==> src/rtl/icache_pkg.sv <==
// Shared types and constants for the direct-mapped instruction cache.
package icache_pkg;
   typedef enum logic [1:0] {IDLE, REQ, WAIT} icache_state_t;

   localparam logic [31:0] NOP_INSTR     = 32'h0;
   localparam int          IDX_W_DEFAULT = 4;
endpackage

==> src/rtl/icache_array.sv <==
// Valid/tag/data line storage: synchronous write and clear-all, asynchronous read.
module icache_array
   import icache_pkg::*;
#(
   parameter int IDX_W = IDX_W_DEFAULT
) (
   input  logic              clk,
   input  logic              i_clr,
   input  logic              i_we,
   input  logic [IDX_W-1:0]  i_widx,
   input  logic [31-IDX_W:0] i_wtag,
   input  logic [31:0]       i_wdata,
   input  logic [IDX_W-1:0]  i_ridx,
   output logic              o_valid,
   output logic [31-IDX_W:0] o_tag,
   output logic [31:0]       o_data
);
   localparam int LINES = 1 << IDX_W;

   logic [LINES-1:0]  r_valid;
   logic [31-IDX_W:0] r_tag  [LINES];
   logic [31:0]       r_data [LINES];

   // Clear beats a same-cycle write, so an invalidate always leaves every line empty.
   always_ff @(posedge clk) begin
      if (i_clr) begin
         r_valid <= '0;
      end else if (i_we) begin
         r_valid[i_widx] <= 1'b1;
      end
   end

   always_ff @(posedge clk) begin
      if (i_we) begin
         r_tag[i_widx]  <= i_wtag;
         r_data[i_widx] <= i_wdata;
      end
   end

   assign o_valid = r_valid[i_ridx];
   assign o_tag   = r_tag[i_ridx];
   assign o_data  = r_data[i_ridx];
endmodule

==> src/rtl/icache.sv <==
// Direct-mapped, one-word-per-line instruction cache with a req/gnt/rvalid refill port.
module icache
   import icache_pkg::*;
#(
   parameter int IDX_W = IDX_W_DEFAULT
) (
   input  logic        clk,
   input  logic        rst,
   input  logic [31:0] pc,
   input  logic        inv,
   output logic [31:0] instr,
   output logic        hit,
   output logic        stall,
   output logic        imem_req,
   output logic [31:0] imem_addr,
   input  logic        imem_gnt,
   input  logic        imem_rvalid,
   input  logic [31:0] imem_rdata,
   output logic [31:0] hit_cnt,
   output logic [31:0] miss_cnt
);
   icache_state_t r_state, w_state_next;
   logic          r_drop, w_drop_next;
   logic [31:0]   r_miss_addr, w_miss_addr_next;
   logic [31:0]   r_hit_cnt, r_miss_cnt;
   logic          w_miss_inc, w_fill;
   logic          w_valid, w_hit;
   logic [31-IDX_W:0] w_tag;
   logic [31:0]       w_data;

   icache_array #(.IDX_W(IDX_W)) u_array (
      .clk     (clk),
      .i_clr   (rst | inv),
      .i_we    (w_fill & ~rst),
      .i_widx  (r_miss_addr[IDX_W-1:0]),
      .i_wtag  (r_miss_addr[31:IDX_W]),
      .i_wdata (imem_rdata),
      .i_ridx  (pc[IDX_W-1:0]),
      .o_valid (w_valid),
      .o_tag   (w_tag),
      .o_data  (w_data)
   );

   assign w_hit = w_valid && (w_tag == pc[31:IDX_W]) && !rst;

   always_comb begin
      w_state_next     = r_state;
      w_drop_next      = r_drop;
      w_miss_addr_next = r_miss_addr;
      w_miss_inc       = 1'b0;
      w_fill           = 1'b0;
      case (r_state)
         IDLE: begin
            if (!w_hit && !inv) begin
               w_miss_addr_next = pc;
               w_miss_inc       = 1'b1;
               w_state_next     = REQ;
            end
         end
         REQ: begin
            if (inv) w_drop_next = 1'b1;
            if (imem_gnt) w_state_next = WAIT;
         end
         WAIT: begin
            // A word requested before an invalidate may be stale, so it is dropped.
            if (imem_rvalid) begin
               w_fill       = !r_drop && !inv;
               w_drop_next  = 1'b0;
               w_state_next = IDLE;
            end else if (inv) begin
               w_drop_next = 1'b1;
            end
         end
         default: w_state_next = IDLE;
      endcase
   end

   always_ff @(posedge clk) begin
      if (rst) begin
         r_state     <= IDLE;
         r_drop      <= 1'b0;
         r_miss_addr <= '0;
         r_hit_cnt   <= '0;
         r_miss_cnt  <= '0;
      end else begin
         r_state     <= w_state_next;
         r_drop      <= w_drop_next;
         r_miss_addr <= w_miss_addr_next;
         if (w_hit)      r_hit_cnt  <= r_hit_cnt + 32'd1;
         if (w_miss_inc) r_miss_cnt <= r_miss_cnt + 32'd1;
      end
   end

   assign hit       = w_hit;
   assign stall     = !w_hit;
   assign instr     = w_hit ? w_data : NOP_INSTR;
   assign imem_req  = (r_state == REQ);
   assign imem_addr = r_miss_addr;
   assign hit_cnt   = r_hit_cnt;
   assign miss_cnt  = r_miss_cnt;
endmodule

==> config.mk <==
export PLATFORM = sky130hd
export DESIGN_NAME = icache
export DESIGN_NICKNAME = d
export VERILOG_FILES = /design/src/rtl/icache_pkg.sv /design/src/rtl/icache_array.sv /design/src/rtl/icache.sv
export SDC_FILE = /design/constraint.sdc
export NUM_CORES = 1
export LEC_CHECK = 0
export BUFFER_PORTS_ARGS = -buffer_cell sky130_fd_sc_hd__buf_2
export CAP_MARGIN = 15
export CORE_MARGIN = 3
export CORE_UTILIZATION = 45
export DETAILED_ROUTE_END_ITERATION = 8
export MAX_ROUTING_LAYER = met4
export PLACE_DENSITY_LB_ADDON = 0.1
export RECOVER_POWER = 100
export SYNTH_ARGS = -nofsm -noshare
export SYNTH_HDL_FRONTEND = slang
export SYNTH_SLANG_ARGS = --single-unit
==> constraint.sdc <==
create_clock -name clk -period 6.5 [get_ports clk]
set_clock_uncertainty 0.05 [all_clocks]
set_input_delay 0.325 -clock clk [delete_from_list [all_inputs] [get_ports clk]]
set_output_delay 0.325 -clock clk [all_outputs]
set_load 0.05 [all_outputs]
* Yosys cells after proc, flatten, opt, wreduce, memory -nomap -nowiden *
Memories as Yosys holds them, arrays and structs flattened.
Cells that the tools add are included.

storage, ports and cells
  RAM bits = 960
  output and inout bits = 131
  memories kept = 2
  register bits = 115
  input port bits = 69

memory list
  memory          words  bits a word  read ports  clocked after memory_dff  write ports  line                RTL
  u_array.r_data  16     32           1           0                         1            icache_array.sv:22  logic [31:0] r_data [LINES];
  u_array.r_tag   16     28           1           0                         1            icache_array.sv:21  logic [31-IDX_W:0] r_tag [LINES];

cells by class
  reduce and logical (&&, ||, !) cells = 13
  multiplexer cells = 18
  bitwise gates (word level) = 4
  $add $sub $neg = 2
  $lt $le $gt $ge = 3
  eq/ne operators = 6

operators by type and width
  cell                                                                    number
  32-bit by 1-bit adder with 32-bit output (second input constant)        2
  32-bit 2-to-1 mux                                                       1
  28-bit equality test                                                    1
  16-bit bitwise OR                                                       1
  4-bit by 5-bit < comparator with 1-bit output (second input constant)   2
  1-bit 2-to-1 mux                                                        10
  2-bit 2-to-1 mux                                                        3
  2-bit case mux with 3 select lines                                      1
  1-bit logical AND                                                       5
  1-bit binary-select mux with 4-bit select                               1
  1-bit demux with 4-bit select                                           1
  4-bit by 1-bit >= comparator with 1-bit output (second input constant)  1
  1-bit logical NOT                                                       4
  2-bit != test (second input constant)                                   2
  3-bit AND reduction                                                     1
  2-bit by 1-bit equality test with 1-bit output (second input constant)  1
  2-bit equality test (second input constant)                             1
  2-bit logical NOT                                                       1
  2-bit by 1-bit != test with 1-bit output (second input constant)        1
  1-bit case mux with 2 select lines                                      1
  2-bit AND reduction                                                     1
  2-bit nonzero test                                                      1
  1-bit AND                                                               1
  1-bit inverter                                                          1
  1-bit bitwise OR                                                        1

* Depth between registers and ports, before layout *
  depth after elaboration = 8
  gate-level depth with buffers = 16

* Cells and area by module *
Synthesis repeated with hierarchy kept, for this count alone.

second synthesis, totals
  cells, all modules = 2,196
  area, all modules = 41,807.6 µm²

modules (own cells, without submodules)
  module        cells an instance  instances  area an instance (µm²)
  icache_array  1,554              1          36,595.1
  icache        642                1          5,212.5

* Least setup slack after synthesis *
No wires, ideal clock.

  path kind = in2reg
  start point = input rst
  end point = memory u_array.r_data[10][0] (enable)
  path slack = 0.106 ns
  stages = 6
  path buffers = 1
  library setup time = 0.567 ns
  required time = 5.883 ns
  data arrival time = 5.777 ns
  cells stage by stage = clkbuf_1 nor2_1 nand3_1 nor2_1 nand3b_1 nor3b_1

on the way
  word-level cells in the longest chain between the ends = 4

ends and longest elaborated chain
  element                                 line                RTL
  start, declared                         icache.sv:8         input logic rst,
  1-bit inverter                          icache.sv:34        .i_we (w_fill & ~rst),
  1-bit AND                               icache.sv:34
  1-bit 2-to-1 mux                        icache_array.sv:34  if (i_we) begin
  1-bit 2-to-1 mux (not written as such)  icache_array.sv:36  r_data[i_widx] <= i_wdata;
  end, declared                           icache_array.sv:22

Every way passes these cells.

* Worst setup path in the final report *
  start point = register r_state[0]
  end point = memory u_array.r_data[3][15] (enable)

on the way
  word-level cells in the longest chain between the ends = 5

ends and longest elaborated chain
  element                                 line                RTL
  start, declared                         icache.sv:22        icache_state_t r_state, w_state_next;
  start signal, assigned                  icache.sv:86        r_state <= w_state_next;
  2-bit equality test                     icache.sv:52        case (r_state)
  1-bit 2-to-1 mux                        icache.sv:52
  1-bit AND                               icache.sv:34
  1-bit 2-to-1 mux                        icache_array.sv:34
  1-bit 2-to-1 mux (not written as such)  icache_array.sv:36

Every way passes these cells.

==> flow_metrics.env <==
export IMPL_overflow=0
export IMPL_multi_input_area_sq_um=10600
export IMPL_num_vias=22100
export IMPL_drv_slew=930
export IMPL_dr_pass1_iters=6
export IMPL_synth_edf_count=960
export IMPL_power_density_nw_per_um2=300
export IMPL_nets=2514
export IMPL_arrival_ns=5.77
export IMPL_synth_top_cell_area_share=0.682
export IMPL_postRouteAntennaNets=0
export IMPL_max_freq_ghz=0.178
export IMPL_core_area_sq_um=92400
export IMPL_grt_max_degree=109
export IMPL_port_buffers=199
export IMPL_grt_pass1_wl_um=156000
export IMPL_ys_flop_type="edfxtp_1"
export IMPL_crit_path_end_kind="register"
export IMPL_wire_per_inst_um=28.0
export IMPL_die_area_sq_um=97700
export IMPL_async_reset_ff_frac=0
export IMPL_cts_tree="yes"
export IMPL_worst_slew_pin_transition_ns=4.02
export IMPL_cts_hold_buf=61
export IMPL_cts_sinks=1075
export IMPL_grt_pass1_vias=22900
export IMPL_drt_wl_total_um=106000
export IMPL_p_leak_nw=15.6
export IMPL_tns_ns=0
export IMPL_violations="max-capacitance violations, max-slew violations"
export IMPL_drive_gt1_frac=0.205
export IMPL_synthCells=2130
export IMPL_ys_seq_area_frac=0.736
export IMPL_antenna_found_initial=4
export IMPL_cts_buffers=112
export IMPL_vias_per_cell=5.84
export IMPL_setup_viol_count_final=0
export IMPL_yosys_top_cells_area="edfxtp_1, mux4_2, dfxtp_1, mux2i_1, nor2_1"
export IMPL_crit_path_start_kind="register"
export IMPL_dieHeight_um=313
export IMPL_grt_usage=0.224
export IMPL_dr_first_iter_drc_count=2106
export IMPL_min_path_type="in2reg"
export IMPL_ir_worst_vdd_mv=0.206
export IMPL_initial_core_util=0.458
export IMPL_cts_resized=0
export IMPL_rows=111
export IMPL_final_seq_area_sq_um=31100
export IMPL_dp_hpwl_um=57100
export IMPL_synth_top_area_cell="edfxtp_1"
export IMPL_post_cts_buffers=0
export IMPL_crit_required_ns=6.65
export IMPL_h_tree_depth=3
export IMPL_area_growth_pct=15.1
export IMPL_ys_ff_latch=1075
export IMPL_pin_count=200
export IMPL_rsz0062_at_grt="false"
export IMPL_gp_congestion=0.744
export IMPL_status="complete, but fails checks"
export IMPL_syn_avg_cell_area_sq_um=19.9
export IMPL_clkLatencyLatePin_ns=0.68
export IMPL_fillers=7436
export IMPL_synth_distinct_cells=67
export IMPL_period_minus_slack_ns=5.61
export IMPL_fp_dieW_um=313
export IMPL_mappedNetlistArea_sq_um=42300
export IMPL_maxSlewHeadroom=-1.68
export IMPL_syn_nets=2204
export IMPL_drc_errors=0
export IMPL_clock_path_buffers=3
export IMPL_cp_max_fo=41
export IMPL_finalHoldViolations=0
export IMPL_clock_root_buffer="clkbuf_16"
export IMPL_drv_cap=33
export IMPL_min_period_over_period=0.864
export IMPL_synth_warnings=0
export IMPL_crit_type="reg2reg"
export IMPL_final_core_util=0.527
export IMPL_cts_clk_slew_worst_paths_ns=0.07
[final timing paths]
path | startpoint | endpoint | slack (ns) | cells after the start
worst max-delay path | r_state[0]$_SDFFE_PP0P_ | u_array.r_data[3][15]$_DFFE_PP_ | 0.89 | 7
worst min-delay path | rst | miss_cnt[5]$_SDFFE_PP0P_ | 0.04 | 2
worst max register to register | r_state[0]$_SDFFE_PP0P_ | u_array.r_data[3][15]$_DFFE_PP_ | 0.89 | 7
worst min register to register | u_array.r_valid[8]$_SDFFE_PP0P_ | u_array.r_valid[8]$_SDFFE_PP0P_ | 0.42 | 1
[kinds of logic (layout without fill, tap and decap cells)]
group,count (synthesis),in the layout,share of synthesized area
adder cells (fa/ha/maj),5,5,0.00148
buffers and inverters,133,540,0.0142
flip-flops,1075,1075,0.736
XOR/XNOR,35,35,0.00725
AND/OR/NAND/NOR,342,342,0.0444
other,0,4,0
multiplexers,375,375,0.169
AO/OA/AOI/OAI,165,165,0.0278
[routing by layer]
| layer | vias to the layer above | track usage | part of all wire |
|---|---|---|---|
| met2 | 624 | 0.362 | 0.50 |
| met3 | 155 | 0.0322 | 0.049 |
| met4 | 0 | 0.0575 | 0.023 |
| met1 | 11800 | 0.303 | 0.43 |
| li1 | 9477 | - | - |
| met5 | - | - | 0 |
[synthesized netlist by cell type, drive strengths merged (9+ instances only)]
| library cell | number |
|---|---|
| a21oi | 30 |
| o211ai | 10 |
| or3 | 20 |
| or4 | 10 |
| nand3 | 31 |
| and2 | 11 |
| nor2 | 85 |
| nand4 | 20 |
| o21ai | 25 |
| xnor2 | 25 |
| and3 | 48 |
| buf | 65 |
| nor2b | 12 |
| mux4 | 269 |
| o221ai | 9 |
| inv | 17 |
| edfxtp | 960 |
| nor3 | 16 |
| clkbuf | 50 |
| mux2 | 18 |
| mux2i | 88 |
| dfxtp | 115 |
| o21a | 26 |
| xor2 | 10 |
| nand2 | 41 |
[where the power goes]
| group | internal (mW) | leakage, nW | switching (mW) | total (mW) |
|---|---|---|---|---|
| Clock | 3.60 | 1.75 | 2.59 | 6.19 |
| Sequential | 7.57 | 9.61 | 0.0807 | 7.65 |
| Combinational | 0.302 | 4.25 | 0.449 | 0.751 |
[layout make-up]
cell class / count / share of cell area
multi-input combinational: 922 / 0.217
antenna: 4 / 0.000206
clock inverter: 65 / 0.0112
tap: 1243 / 0.0319
timing repair buffer: 311 / 0.0360
sequential: 1075 / 0.639
clock buffer: 146 / 0.0625
inverter: 18 / 0.00144
[placed cells by master (no fill, tap or decap), types with 7 or more instances in the layout]
cell type | netlist | layout
edfxtp_1 | 960 | 960
mux4_2 | 269 | 269
clkbuf_1 | 50 | 211
dfxtp_1 | 115 | 115
clkbuf_16 | 0 | 112
mux2i_1 | 88 | 88
nor2_1 | 85 | 83
dlygate4sd3_1 | 0 | 61
and3_1 | 48 | 48
nand2_1 | 40 | 41
clkinv_1 | 1 | 33
buf_2 | 24 | 32
nand3_1 | 31 | 31
a21oi_1 | 30 | 30
o21a_1 | 26 | 26
xnor2_1 | 25 | 25
o21ai_0 | 23 | 23
nand4_1 | 20 | 20
or3_1 | 20 | 20
mux2_2 | 18 | 18
nor3_1 | 16 | 16
buf_4 | 11 | 16
inv_1 | 16 | 15
clkinv_2 | 0 | 14
nor2b_1 | 12 | 12
clkbuf_8 | 0 | 12
and2_1 | 11 | 11
xor2_1 | 10 | 10
o211ai_1 | 10 | 10
or4_1 | 10 | 10
o221ai_1 | 9 | 9
and4_1 | 8 | 8
bufinv_16 | 0 | 8
o31ai_1 | 7 | 7
or2_2 | 7 | 7
[through the flow]
stage,area (sq um),worst slack (ns),power [mW],cells,hold WS (ns)
floorplan,42300,0.106,8.27,2130,0.374
global placement,45000,1.13,8.52,3506,0.391
detailed placement,45000,1.08,8.54,3507,0.402
CTS,49200,1.24,14.8,3779,0.0112
global route,48700,0.629,15.1,3784,0.0441
finish,48700,0.886,14.6,3784,0.0364
[state kept, by name, summed over array words and instances, names as in the netlist]
signal,count
u_array.r_tag,448
r_drop,1
r_state,2
u_array.r_valid,16
u_array.r_data,512
miss_cnt,32
hit_cnt,32
imem_addr,32
[critical path, stage by stage, from the launching register on]
cell and delay [ns]:
dfxtp_1 0.32, inv_1 0.08, ha_1 0.20, nand3_1 0.08, nor2_1 0.37, nand3_1 0.22, nor3_1 1.23, dlymetal6s2s_1 2.52
(Power assumes the default switching activity.)
